--- src/rtl/ikaopm_acc_pkg.sv ---
// Shared constants and the output saturation helper for the OPM sound accumulator.
package ikaopm_acc_pkg;

    localparam logic FMT_FLOAT  = 1'b0;
    localparam logic FMT_LINEAR = 1'b1;
    localparam int   SER_W      = 16;

    // Clamp a signed value to out_w bits (out_w <= SER_W).
    // Returns {clipped, value[SER_W-1:0]}.
    function automatic logic [SER_W:0] sat_fn(input logic signed [31:0] v, input int out_w);
        logic signed [31:0] vmax;
        logic signed [31:0] vmin;
        vmax = (32'sd1 <<< (out_w - 1)) - 32'sd1;
        vmin = -vmax - 32'sd1;
        if (v > vmax)
            sat_fn = {1'b1, vmax[SER_W-1:0]};
        else if (v < vmin)
            sat_fn = {1'b1, vmin[SER_W-1:0]};
        else
            sat_fn = {1'b0, v[SER_W-1:0]};
    endfunction

endpackage

--- src/rtl/ikaopm_fp_enc.sv ---
// Registered serial-word encoder: 16-bit snapshot to float DAC or offset-binary word.
module ikaopm_fp_enc
    import ikaopm_acc_pkg::*;
(
    input  logic             clk,
    input  logic             rst_n,
    input  logic             en,
    input  logic [SER_W-1:0] snap,
    input  logic             fmt,
    output logic [SER_W-1:0] word
);

    logic [SER_W-1:0] word_q, word_d;
    logic [2:0]       k;
    logic             run;
    logic [8:0]       mant;

    // Count sign-copies below the sign bit, then pick exponent and mantissa window.
    always_comb begin
        k      = 3'd0;
        run    = 1'b1;
        word_d = '0;
        for (int i = 14; i >= 9; i--) begin
            if (run && (snap[i] == snap[15]))
                k = k + 3'd1;
            else
                run = 1'b0;
        end
        mant = 9'(snap[14:0] >> (3'd6 - k));
        if (fmt == FMT_LINEAR)
            word_d = snap ^ 16'h8000;
        else
            word_d = {3'b000, 3'd7 - k, ~snap[15], mant};
    end

    // Word register; follows the snapshot one enabled cycle later.
    always_ff @(posedge clk) begin
        if (!rst_n)
            word_q <= '0;
        else if (en)
            word_q <= word_d;
    end

    assign word = word_q;

endmodule

--- src/rtl/ikaopm_acc_mch.sv ---
// Multi-channel frame accumulator with saturating snapshot and serial DAC stream.
module ikaopm_acc_mch
    import ikaopm_acc_pkg::*;
#(
    parameter int CH_NUM = 2,
    parameter int SLOTS  = 32,
    parameter int IN_W   = 14,
    parameter int ACC_W  = 18,
    parameter int OUT_W  = 16
)(
    input  logic                    i_EMUCLK,
    input  logic                    i_MRST_n,
    input  logic                    i_phi1_NCEN_n,
    input  logic                    i_FRAME_START,
    input  logic                    i_NOISE_SLOT,
    input  logic                    i_NE,
    input  logic                    i_ACC_SNDADD,
    input  logic [CH_NUM-1:0]       i_ROUTE,
    input  logic [IN_W-1:0]         i_ACC_OPDATA,
    input  logic [IN_W-1:0]         i_ACC_NOISE,
    input  logic                    i_FMT,
    input  logic                    i_CLIP_CLR,
    output logic [CH_NUM*OUT_W-1:0] o_EMU_PO,
    output logic [CH_NUM-1:0]       o_CLIP,
    output logic                    o_SO,
    output logic                    o_SYNC,
    output logic [1:0]              o_CH
);

    // Stream length is capped at the frame length so a stream never spans frames.
    localparam int         BITS     = SER_W * CH_NUM;
    localparam int         STREAM   = (BITS <= SLOTS) ? BITS : SLOTS;
    localparam logic [5:0] CNT_LAST = 6'(STREAM - 1);

    logic en;
    assign en = ~i_phi1_NCEN_n;

    logic [IN_W-1:0]   smp_q, smp_d;
    logic [CH_NUM-1:0] add_q, add_d;
    logic              fs1_q, fs1_d;
    logic              st_q, st_d;
    logic              fmt_q, fmt_d;

    // Stage-1 latch: sample select, per-channel add mask, frame-start delay line, format.
    always_comb begin
        smp_d = (i_NE & i_NOISE_SLOT) ? i_ACC_NOISE : i_ACC_OPDATA;
        add_d = {CH_NUM{i_ACC_SNDADD}} & i_ROUTE;
        fs1_d = i_FRAME_START;
        st_d  = fs1_q;
        fmt_d = fs1_q ? i_FMT : fmt_q;
    end

    // Stage-1 and control registers.
    always_ff @(posedge i_EMUCLK) begin
        if (!i_MRST_n) begin
            smp_q <= '0;
            add_q <= '0;
            fs1_q <= 1'b0;
            st_q  <= 1'b0;
            fmt_q <= FMT_FLOAT;
        end else if (en) begin
            smp_q <= smp_d;
            add_q <= add_d;
            fs1_q <= fs1_d;
            st_q  <= st_d;
            fmt_q <= fmt_d;
        end
    end

    logic [ACC_W-1:0]   smp_ext;
    logic [BITS-1:0]    word_bus;
    assign smp_ext = ACC_W'($signed(smp_q));

    for (genvar gi = 0; gi < CH_NUM; gi++) begin : g_ch
        logic [ACC_W-1:0] acc_q, acc_d;
        logic [ACC_W-1:0] addend;
        logic [OUT_W-1:0] snap_q, snap_d;
        logic             clip_q, clip_d;
        logic [SER_W:0]   sat_r;

        // Accumulate, snapshot the old sum on frame start, track sticky clip.
        always_comb begin
            sat_r  = sat_fn(32'($signed(acc_q)), OUT_W);
            addend = add_q[gi] ? smp_ext : '0;
            acc_d  = fs1_q ? addend : acc_q + addend;
            snap_d = fs1_q ? sat_r[OUT_W-1:0] : snap_q;
            clip_d = clip_q;
            if (i_CLIP_CLR)
                clip_d = 1'b0;
            if (fs1_q && sat_r[SER_W])
                clip_d = 1'b1;
        end

        // Per-channel state.
        always_ff @(posedge i_EMUCLK) begin
            if (!i_MRST_n) begin
                acc_q  <= '0;
                snap_q <= '0;
                clip_q <= 1'b0;
            end else if (en) begin
                acc_q  <= acc_d;
                snap_q <= snap_d;
                clip_q <= clip_d;
            end
        end

        assign o_EMU_PO[gi*OUT_W +: OUT_W] = snap_q;
        assign o_CLIP[gi]                  = clip_q;

        ikaopm_fp_enc u_enc (
            .clk   (i_EMUCLK),
            .rst_n (i_MRST_n),
            .en    (en),
            .snap  (SER_W'($signed(snap_q))),
            .fmt   (fmt_q),
            .word  (word_bus[gi*SER_W +: SER_W])
        );
    end

    logic [5:0]  cnt_q, cnt_d;
    logic        act_q, act_d;
    logic        so_q, so_d;
    logic        sync_q, sync_d;
    logic [1:0]  ch_q, ch_d;
    logic [63:0] word_pad;
    assign word_pad = 64'(word_bus);

    // Serial bit counter and output mux; a new snapshot restarts the stream.
    always_comb begin
        cnt_d  = cnt_q;
        act_d  = act_q;
        so_d   = act_q & word_pad[cnt_q];
        sync_d = act_q & (cnt_q == 6'd0);
        ch_d   = act_q ? cnt_q[5:4] : 2'd0;
        if (act_q) begin
            if (cnt_q == CNT_LAST)
                act_d = 1'b0;
            else
                cnt_d = cnt_q + 6'd1;
        end
        if (st_q) begin
            cnt_d = 6'd0;
            act_d = 1'b1;
        end
    end

    // Serial output registers.
    always_ff @(posedge i_EMUCLK) begin
        if (!i_MRST_n) begin
            cnt_q  <= '0;
            act_q  <= 1'b0;
            so_q   <= 1'b0;
            sync_q <= 1'b0;
            ch_q   <= 2'd0;
        end else if (en) begin
            cnt_q  <= cnt_d;
            act_q  <= act_d;
            so_q   <= so_d;
            sync_q <= sync_d;
            ch_q   <= ch_d;
        end
    end

    assign o_SO   = so_q;
    assign o_SYNC = sync_q;
    assign o_CH   = ch_q;

endmodule

--- config.mk ---
export PLATFORM = sky130hd
export DESIGN_NAME = ikaopm_acc_mch
export DESIGN_NICKNAME = d
export VERILOG_FILES = /design/src/rtl/ikaopm_acc_pkg.sv /design/src/rtl/ikaopm_fp_enc.sv /design/src/rtl/ikaopm_acc_mch.sv
export SDC_FILE = /design/constraint.sdc
export NUM_CORES = 1
export LEC_CHECK = 0
export ABC_CLOCK_PERIOD_IN_PS = 3430
export CORE_MARGIN = 2
export CORE_UTILIZATION = 55
export CTS_BUF_LIST = sky130_fd_sc_hd__clkbuf_4
export DETAILED_ROUTE_END_ITERATION = 16
export MAX_ROUTING_LAYER = met4
export PLACE_DENSITY = 0.79
export SLEW_MARGIN = 25
export SYNTH_ARGS = -nofsm -noshare
export SYNTH_HDL_FRONTEND = slang
export SYNTH_HIERARCHICAL = 1
export SYNTH_SLANG_ARGS = --single-unit
--- constraint.sdc ---
create_clock -name i_EMUCLK -period 3.43 [get_ports i_EMUCLK]
set_input_delay 1.029 -clock i_EMUCLK [delete_from_list [all_inputs] [get_ports i_EMUCLK]]
set_output_delay 1.029 -clock i_EMUCLK [all_outputs]
set_load 0.01 [all_outputs]
### Word level (Yosys, flattened, before mapping)

Cells that the tools add are included.

| storage, ports and cells | value |
|---|---|
| register bits after elaboration | 132 |
| output and inout port bits | 38 |
| word-level logic and storage cells | 128 |

| operators by class | value |
|---|---|
| add/subtract/negate cells | 17 |
| magnitude comparators | 5 |
| equal/unequal tests | 14 |
| shift operators | 2 |
| multiplexer cells | 45 |
| bitwise gates (word level) | 7 |
| reductions and logical operators | 20 |

Operator list:

| kind | number |
|---|---|
| two-way mux 18 bit | 4 |
| two-way mux 17 bit | 4 |
| adder 18 bit | 2 |
| greater-than comparator 18 x 16 -> 1 bit (second input constant) | 2 |
| < comparator 18 x 16 -> 1 bit (second input constant) | 2 |
| two-way mux 16 bit | 2 |
| adder 3 x 1 -> 3 bit (second input constant) | 10 |
| two-way mux 3 bit | 10 |
| >> shifter 15 x 3 -> 9 bit | 2 |
| two-way mux 1 bit | 19 |
| two-way mux 6 bit | 3 |
| two-way mux 14 bit | 1 |
| == test 1 bit | 12 |
| logical AND 1 bit | 12 |
| subtractor 3 bit (first input constant) | 4 |
| < comparator 6 x 7 -> 1 bit (second input constant) | 1 |
| adder 6 x 1 -> 6 bit (second input constant) | 1 |
| binary-select mux 1 bit (select 6 bit) | 1 |
| == test 6 x 5 -> 1 bit (second input constant) | 1 |
| zero test 6 bit | 1 |
| AND reduction 2 bit | 3 |
| nonzero test 2 bit | 3 |
| bitwise AND 1 bit | 3 |
| inverter 1 bit | 3 |
| other kinds (4) | 4 |

### Logic depth before layout (Yosys ltp)

| depth | value |
|---|---|
| depth after elaboration | 15 |
| depth in mapped cells | 19 |
| gate-level depth less buffers | 17 |

### Hierarchy

The synthesis kept the hierarchy.

Modules (own cells, without submodules):

| module | times used | cells each | area an instance (µm²) | seq. area each (µm²) |
|---|---|---|---|---|
| ikaopm_acc_mch | 1 | 766 | 6089.6 | 2001.9 |
| ikaopm_fp_enc | 2 | 174 | 1493.9 | 320.3 |

### Worst setup path after synthesis

OpenSTA, ideal clock, no wires.

| timing | value |
|---|---|
| path type | reg2reg |
| from | register g_ch[0].snap_q[12] |
| to | register g_ch[0].u_enc.word_q[6] |
| library setup time | 0.122 ns |
| data arrival time | 3.706 ns |
| data required time | 3.308 ns |
| setup slack | -0.398 ns |
| cell stages (with the launch flop) | 19 |
| path buffers | 2 |
| clock period less this slack | 3.828 ns |
| cell sequence | dfxtp_1 clkbuf_1 inv_1 o21ai_0 nand2b_1 ha_1 a21oi_1 a21oi_1 ha_1 o21ai_0 nand2_1 ha_1 mux2i_1 o21ai_0 ha_1 xnor3_2 buf_6 mux4_1 a221o_1 |

| on the way | value |
|---|---|
| word-level cells in the longest chain between the ends | 12 |
| elaborated cells on any way between the ends | 18 |
| classes of those cells | 4 x add/sub; 1 x eq/ne; 1 x shift; 8 x mux; 4 x reduce/logical |

Ends and longest elaborated chain:

| element | RTL line | text |
|---|---|---|
| start: declaration | ikaopm_acc_mch.sv:77 | `logic [OUT_W-1:0] snap_q, snap_d;` |
| start signal: assignment | ikaopm_acc_mch.sv:102 | `snap_q <= snap_d;` |
| == test 1 bit | ikaopm_fp_enc.sv:24 | `if (run && (snap[i] == snap[15]))` |
| logical AND 1 bit | ikaopm_fp_enc.sv:24 |  |
| two-way mux 3 bit / two-way mux 1 bit (equally long branches) | ikaopm_fp_enc.sv:24 |  |
| adder 3 x 1 -> 3 bit / logical AND 1 bit (equally long branches) | ikaopm_fp_enc.sv:25, ikaopm_fp_enc.sv:24 |  |
| two-way mux 3 bit / two-way mux 1 bit (equally long branches) | ikaopm_fp_enc.sv:24 |  |
| adder 3 x 1 -> 3 bit / logical AND 1 bit (equally long branches) | ikaopm_fp_enc.sv:25, ikaopm_fp_enc.sv:24 |  |
| two-way mux 3 bit / two-way mux 1 bit (equally long branches) | ikaopm_fp_enc.sv:24 |  |
| adder 3 x 1 -> 3 bit / logical AND 1 bit (equally long branches) | ikaopm_fp_enc.sv:25, ikaopm_fp_enc.sv:24 |  |
| two-way mux 3 bit | ikaopm_fp_enc.sv:24 |  |
| subtractor 3 bit | ikaopm_fp_enc.sv:29 | `mant = 9'(snap[14:0] >> (3'd6 - k));` |
| >> shifter 15 x 3 -> 9 bit * | ikaopm_fp_enc.sv:29 |  |
| two-way mux 16 bit * | ikaopm_fp_enc.sv:30 | `if (fmt == FMT_LINEAR)` |
| end signal: assignment | ikaopm_fp_enc.sv:41 | `word_q <= word_d;` |
| end: declaration | ikaopm_fp_enc.sv:13 | `logic [SER_W-1:0] word_q, word_d;` |

Mark *: on every way between the ends. The rest lies on a longest branch, timed or not.
A chain may end at the register's enable or synchronous reset.

### Worst setup path after layout

| timing | value |
|---|---|
| from | register g_ch[1].snap_q[15] |
| to | register g_ch[1].u_enc.word_q[1] |

| on the way | value |
|---|---|
| word-level cells in the longest chain between the ends | 15 |
| elaborated cells on any way between the ends | 30 |
| classes of those cells | 6 x add/sub; 6 x eq/ne; 1 x shift; 12 x mux; 5 x reduce/logical |

Ends and longest elaborated chain:

| element | RTL line |
|---|---|
| start: declaration | ikaopm_acc_mch.sv:77 |
| start signal: assignment | ikaopm_acc_mch.sv:102 |
| == test 1 bit | ikaopm_fp_enc.sv:24 |
| two-way mux 1 bit | ikaopm_fp_enc.sv:24 |
| adder 3 x 1 -> 3 bit / logical AND 1 bit (equally long branches) | ikaopm_fp_enc.sv:25, ikaopm_fp_enc.sv:24 |
| two-way mux 3 bit / two-way mux 1 bit (equally long branches) | ikaopm_fp_enc.sv:24 |
| adder 3 x 1 -> 3 bit / logical AND 1 bit (equally long branches) | ikaopm_fp_enc.sv:25, ikaopm_fp_enc.sv:24 |
| two-way mux 3 bit / two-way mux 1 bit (equally long branches) | ikaopm_fp_enc.sv:24 |
| adder 3 x 1 -> 3 bit / logical AND 1 bit (equally long branches) | ikaopm_fp_enc.sv:25, ikaopm_fp_enc.sv:24 |
| two-way mux 3 bit / two-way mux 1 bit (equally long branches) | ikaopm_fp_enc.sv:24 |
| adder 3 x 1 -> 3 bit / logical AND 1 bit (equally long branches) | ikaopm_fp_enc.sv:25, ikaopm_fp_enc.sv:24 |
| two-way mux 3 bit / two-way mux 1 bit (equally long branches) | ikaopm_fp_enc.sv:24 |
| adder 3 x 1 -> 3 bit / logical AND 1 bit (equally long branches) | ikaopm_fp_enc.sv:25, ikaopm_fp_enc.sv:24 |
| two-way mux 3 bit * | ikaopm_fp_enc.sv:24 |
| subtractor 3 bit * | ikaopm_fp_enc.sv:29 |
| >> shifter 15 x 3 -> 9 bit * | ikaopm_fp_enc.sv:29 |
| two-way mux 16 bit * | ikaopm_fp_enc.sv:30 |
| end signal: assignment | ikaopm_fp_enc.sv:41 |
| end: declaration | ikaopm_fp_enc.sv:13 |

Marks and branches as above.

==> impl_metrics.py <==
metrics = {
    "route": {
        "vias": 8920,
        "wl_per_cell_um": 17.5,
        "post-route-drc-count": 0,
        "drt-total-wl_um": 25600,
        "vias_per_cell": 6.11,
        "drtIter0Drc": 933,
        "first_pass_iters": 8,
        "ant_nets": 0,
    },
    "sta": {
        "drv_slew": 0,
        "relSlewSlack": 0.420,
        "setup_viol": 18,
        "fmax_mhz": 262,
        "setup_slack_ps": -383,
        "worstMarginPinSlew_ps": 871,
        "rsz0062_at_grt": "yes",
        "tns_ps": -3890,
        "holdWs_ps": 466,
        "hold_violations": 0,
        "post-route-min-period_ps": 3810,
        "post-route-period-util": 1.11,
        "clock_skew_ps": 24.1,
    },
    "worst_setup_path": {
        "crit_type": "flip-flop to flip-flop",
        "required_ps": 3880,
        "crit_path_start": "g_ch[1].snap_q[15]",
        "crit_chain": "or3_4, nand2_4, ha_4, a21oi_2, a21oi_2, ha_1, o21ai_1, nand2_1, ha_1, mux2i_1, o21ai_2, ha_2, xnor3_2, mux2_2, a221o_1",
        "crit_family": "adder cells",
        "cp.arrival_ps": 4260,
        "end_kind": "flip-flop",
        "startpoint_type": "flip-flop",
        "slowest_stage": "xnor3_2",
        "path_buf_inv": 0,
        "path_max_fanout": 7,
        "r2r-start": "g_ch[1].snap_q[15]",
        "slowest_delay_ps": 530,
    },
    "clocking": {
        "numClockSinks": 132,
        "max-clock-path-buffers": 2,
        "cts_max_level": 4,
        "cts_buffers": 17,
        "cts_hold_buf": 0,
        "clock_latency_ps": 570,
        "cts_tree": "done",
        "clk_pin_slew_worst_paths_ps": 120,
        "clock_tree.root_cell": "clkbuf_4",
    },
    "synth": {
        "avgSynthCellArea_um2": 8.15,
        "yosysWarnings": 6,
        "synth_fa_ha_area_frac": 0.0651,
        "synth_top_family_by_area": "compound AO/OA/AOI/OAI gates",
        "synthMuxAreaShare": 0.109,
        "synth_nets": 1199,
        "synth-simple-area-share": 0.194,
        "synth_enable_flop_cells": 0,
        "synth_compound_area_frac": 0.252,
        "syn_inst": 1114,
        "synthFlopType": "dfxtp_1",
        "ys_types": 63,
        "synth_seq_cells": 132,
        "synth_area_leaders": "dfxtp_1 (29%), ha_1 (6.1%), a21oi_1 (5.6%)",
        "syn_area_um2": 9080,
        "synth_xor_area_frac": 0.0390,
        "yosysSeqAreaShare": 0.291,
        "yosysTopAreaCell": "dfxtp_1",
        "synthArstFlopShare": 0,
        "synth_top_area_share": 0.291,
    },
    "floorplanning": {
        "die-area_um2": 17500,
        "initial_utilization": 0.567,
        "die_w_um": 132,
        "die_y_um": 132,
        "coreArea_um2": 16000,
        "ioPinCount": 77,
        "rows": 46,
    },
    "power": {
        "irDropWorstVdd_mv": 0.298,
        "pwr_density_cell_nw_per_um2": 334,
        "leakage_nw": 4.66,
    },
    "finish": {
        "fillerInstances": 1289,
        "multi_input_area_um2": 6170,
        "layout_commonest_cell": "nand2_1",
        "final_cell_mix": "nand2_1 (131), dfxtp_1 (126), a21oi_1 (97)",
        "nNetsFinal": 1315,
        "drive_above_1_share": 0.163,
        "syn_to_final_growth_pct": 22.2,
        "regArea_um2": 2660,
        "fin_area_um2": 11100,
    },
    "run_status": {
        "violations": "setup timing",
        "status": "finished, violations left",
    },
    "grt": {
        "grt_pass1_vias": 8464,
        "grt_pass1_wl_um": 41800,
        "grt_overflow": 0,
        "grt_max_degree": 53,
        "grt_util_all_layers": 0.299,
        "grt_antenna_before_repair": 1,
    },
    "place": {
        "routabilityCongestion": 0.958,
        "dpl.hpwl_um": 18200,
        "io_buffers": 76,
        "placed_area_um2": 10400,
    },
    "hold_path": {
        "min_from": "o_SO",
        "min_path_type": "flip-flop to flip-flop",
    },
    "flow_run": {
        "cap_violations": 0,
    },
}
-- report_power, final --
part	switching [W]	internal [W]
clock	0.000609	0.000731
sequential	0.0000576	0.00158
combinational	0.000363	0.000359
total	0.00103	0.00267
-- final cells by class --
| class | count | area share |
|---|---|---|
| Multi-Input combinational cell | 877 | 0.557 |
| Clock buffer | 18 | 0.0122 |
| Clock inverter | 14 | 0.0209 |
| Inverter | 28 | 0.00948 |
| Sequential cell | 132 | 0.240 |
| Tap cell | 216 | 0.0244 |
| Timing Repair Buffer | 174 | 0.136 |
| Antenna cell | 1 | 0.000226 |
-- synth_stat cells (6+ instances only) --
master    number
xnor2_1       10
a221o_1        7
a21o_1        20
a31oi_1       17
a21oi_1      102
and2_1        28
mux4_1        18
a22oi_1        8
a211oi_1      13
nor2_1        90
buf_2          6
clkbuf_1      57
a311oi_1      18
xor2_1        25
nor2b_1       10
nand2_1      133
and3_1         6
nor3_1        12
nand2b_1       8
dfxtp_1      132
ha_1          44
mux2_2        16
buf_1          9
o21a_1         9
nand4_1        8
or3_1          8
nand3_1       55
inv_1         27
mux2i_1       27
o21ai_0       78
o211ai_1      18
o211a_1       11
a21boi_0      15
-- stage by stage --
step | std cells | total power [W] | utilization | worst slack [ps]
final | 1460 | 0.00370 | 0.693 | -383
after global routing | 1460 | 0.00385 | 0.693 | -473
after CTS | 1453 | 0.00369 | 0.686 | -212
after detailed placement | 1408 | 0.00231 | 0.649 | -404
after global placement | 1408 | 0.00230 | 0.649 | -267
after floorplan | 1114 | 0.00208 | - | -253
-- worst reg2reg max path, cell delays in order (launching register included) --
cell and delay [ps]:
dfxtp_4 370, or3_4 400, nand2_4 80, ha_4 200, a21oi_2 110, a21oi_2 60
ha_1 290, o21ai_1 90, nand2_1 80, ha_1 270, mux2i_1 210, o21ai_2 120
ha_2 200, xnor3_2 530, mux2_2 380, a221o_1 340
-- cells by family after synthesis --
logic type / Yosys count
flip-flops: 132
buffers and inverters: 107
XOR/XNOR: 37
AO/OA/AOI/OAI: 351
AND/OR/NAND/NOR: 377
adder cells (fa/ha/maj): 46
multiplexers: 64
-- final timing paths --
| kind | end | slack (ps) | cells after the start |
|---|---|---|---|
| worst max register to register | g_ch[1].u_enc/word[1] | -380 | 15 |
| worst min-delay path | o_SO | 470 | 2 |
| worst min register to register | o_SO | 470 | 2 |
| worst max-delay path | g_ch[1].u_enc/word[1] | -380 | 15 |
-- registers in the layout (all words and copies together), names as in the netlist --
signal / cells
add_q: 2
st_q: 1
fmt_q: 1
g_ch.acc_q: 36
act_q: 1
fs1_q: 1
g_ch.snap_q: 32
o_SO: 1
smp_q: 14
cnt_q: 6
o_SYNC: 1
g_ch.u_enc/word: 32
o_CH: 2
g_ch.clip_q: 2
-- per-layer routing --
metal | wire length [µm] | GRT usage | part of all wire | vias to the layer above
li1 | - | - | - | 4335
met1 | 11100 | 0.374 | 0.44 | 4192
met2 | 12300 | 0.484 | 0.48 | 336
met3 | 1470 | 0.0567 | 0.057 | 57
met4 | 639 | 0.102 | 0.025 | 0
met5 | 0 | - | 0 | -
-- what timing repair did --
action                                  CTS  global route
setup buffers                            11             6
resized for setup                        32            14
hold endpoints to repair                  0             0
pin swaps                                19            15
cloned                                    2             0
endpoints found under the setup margin   18            18
(Power assumes the default switching activity.)
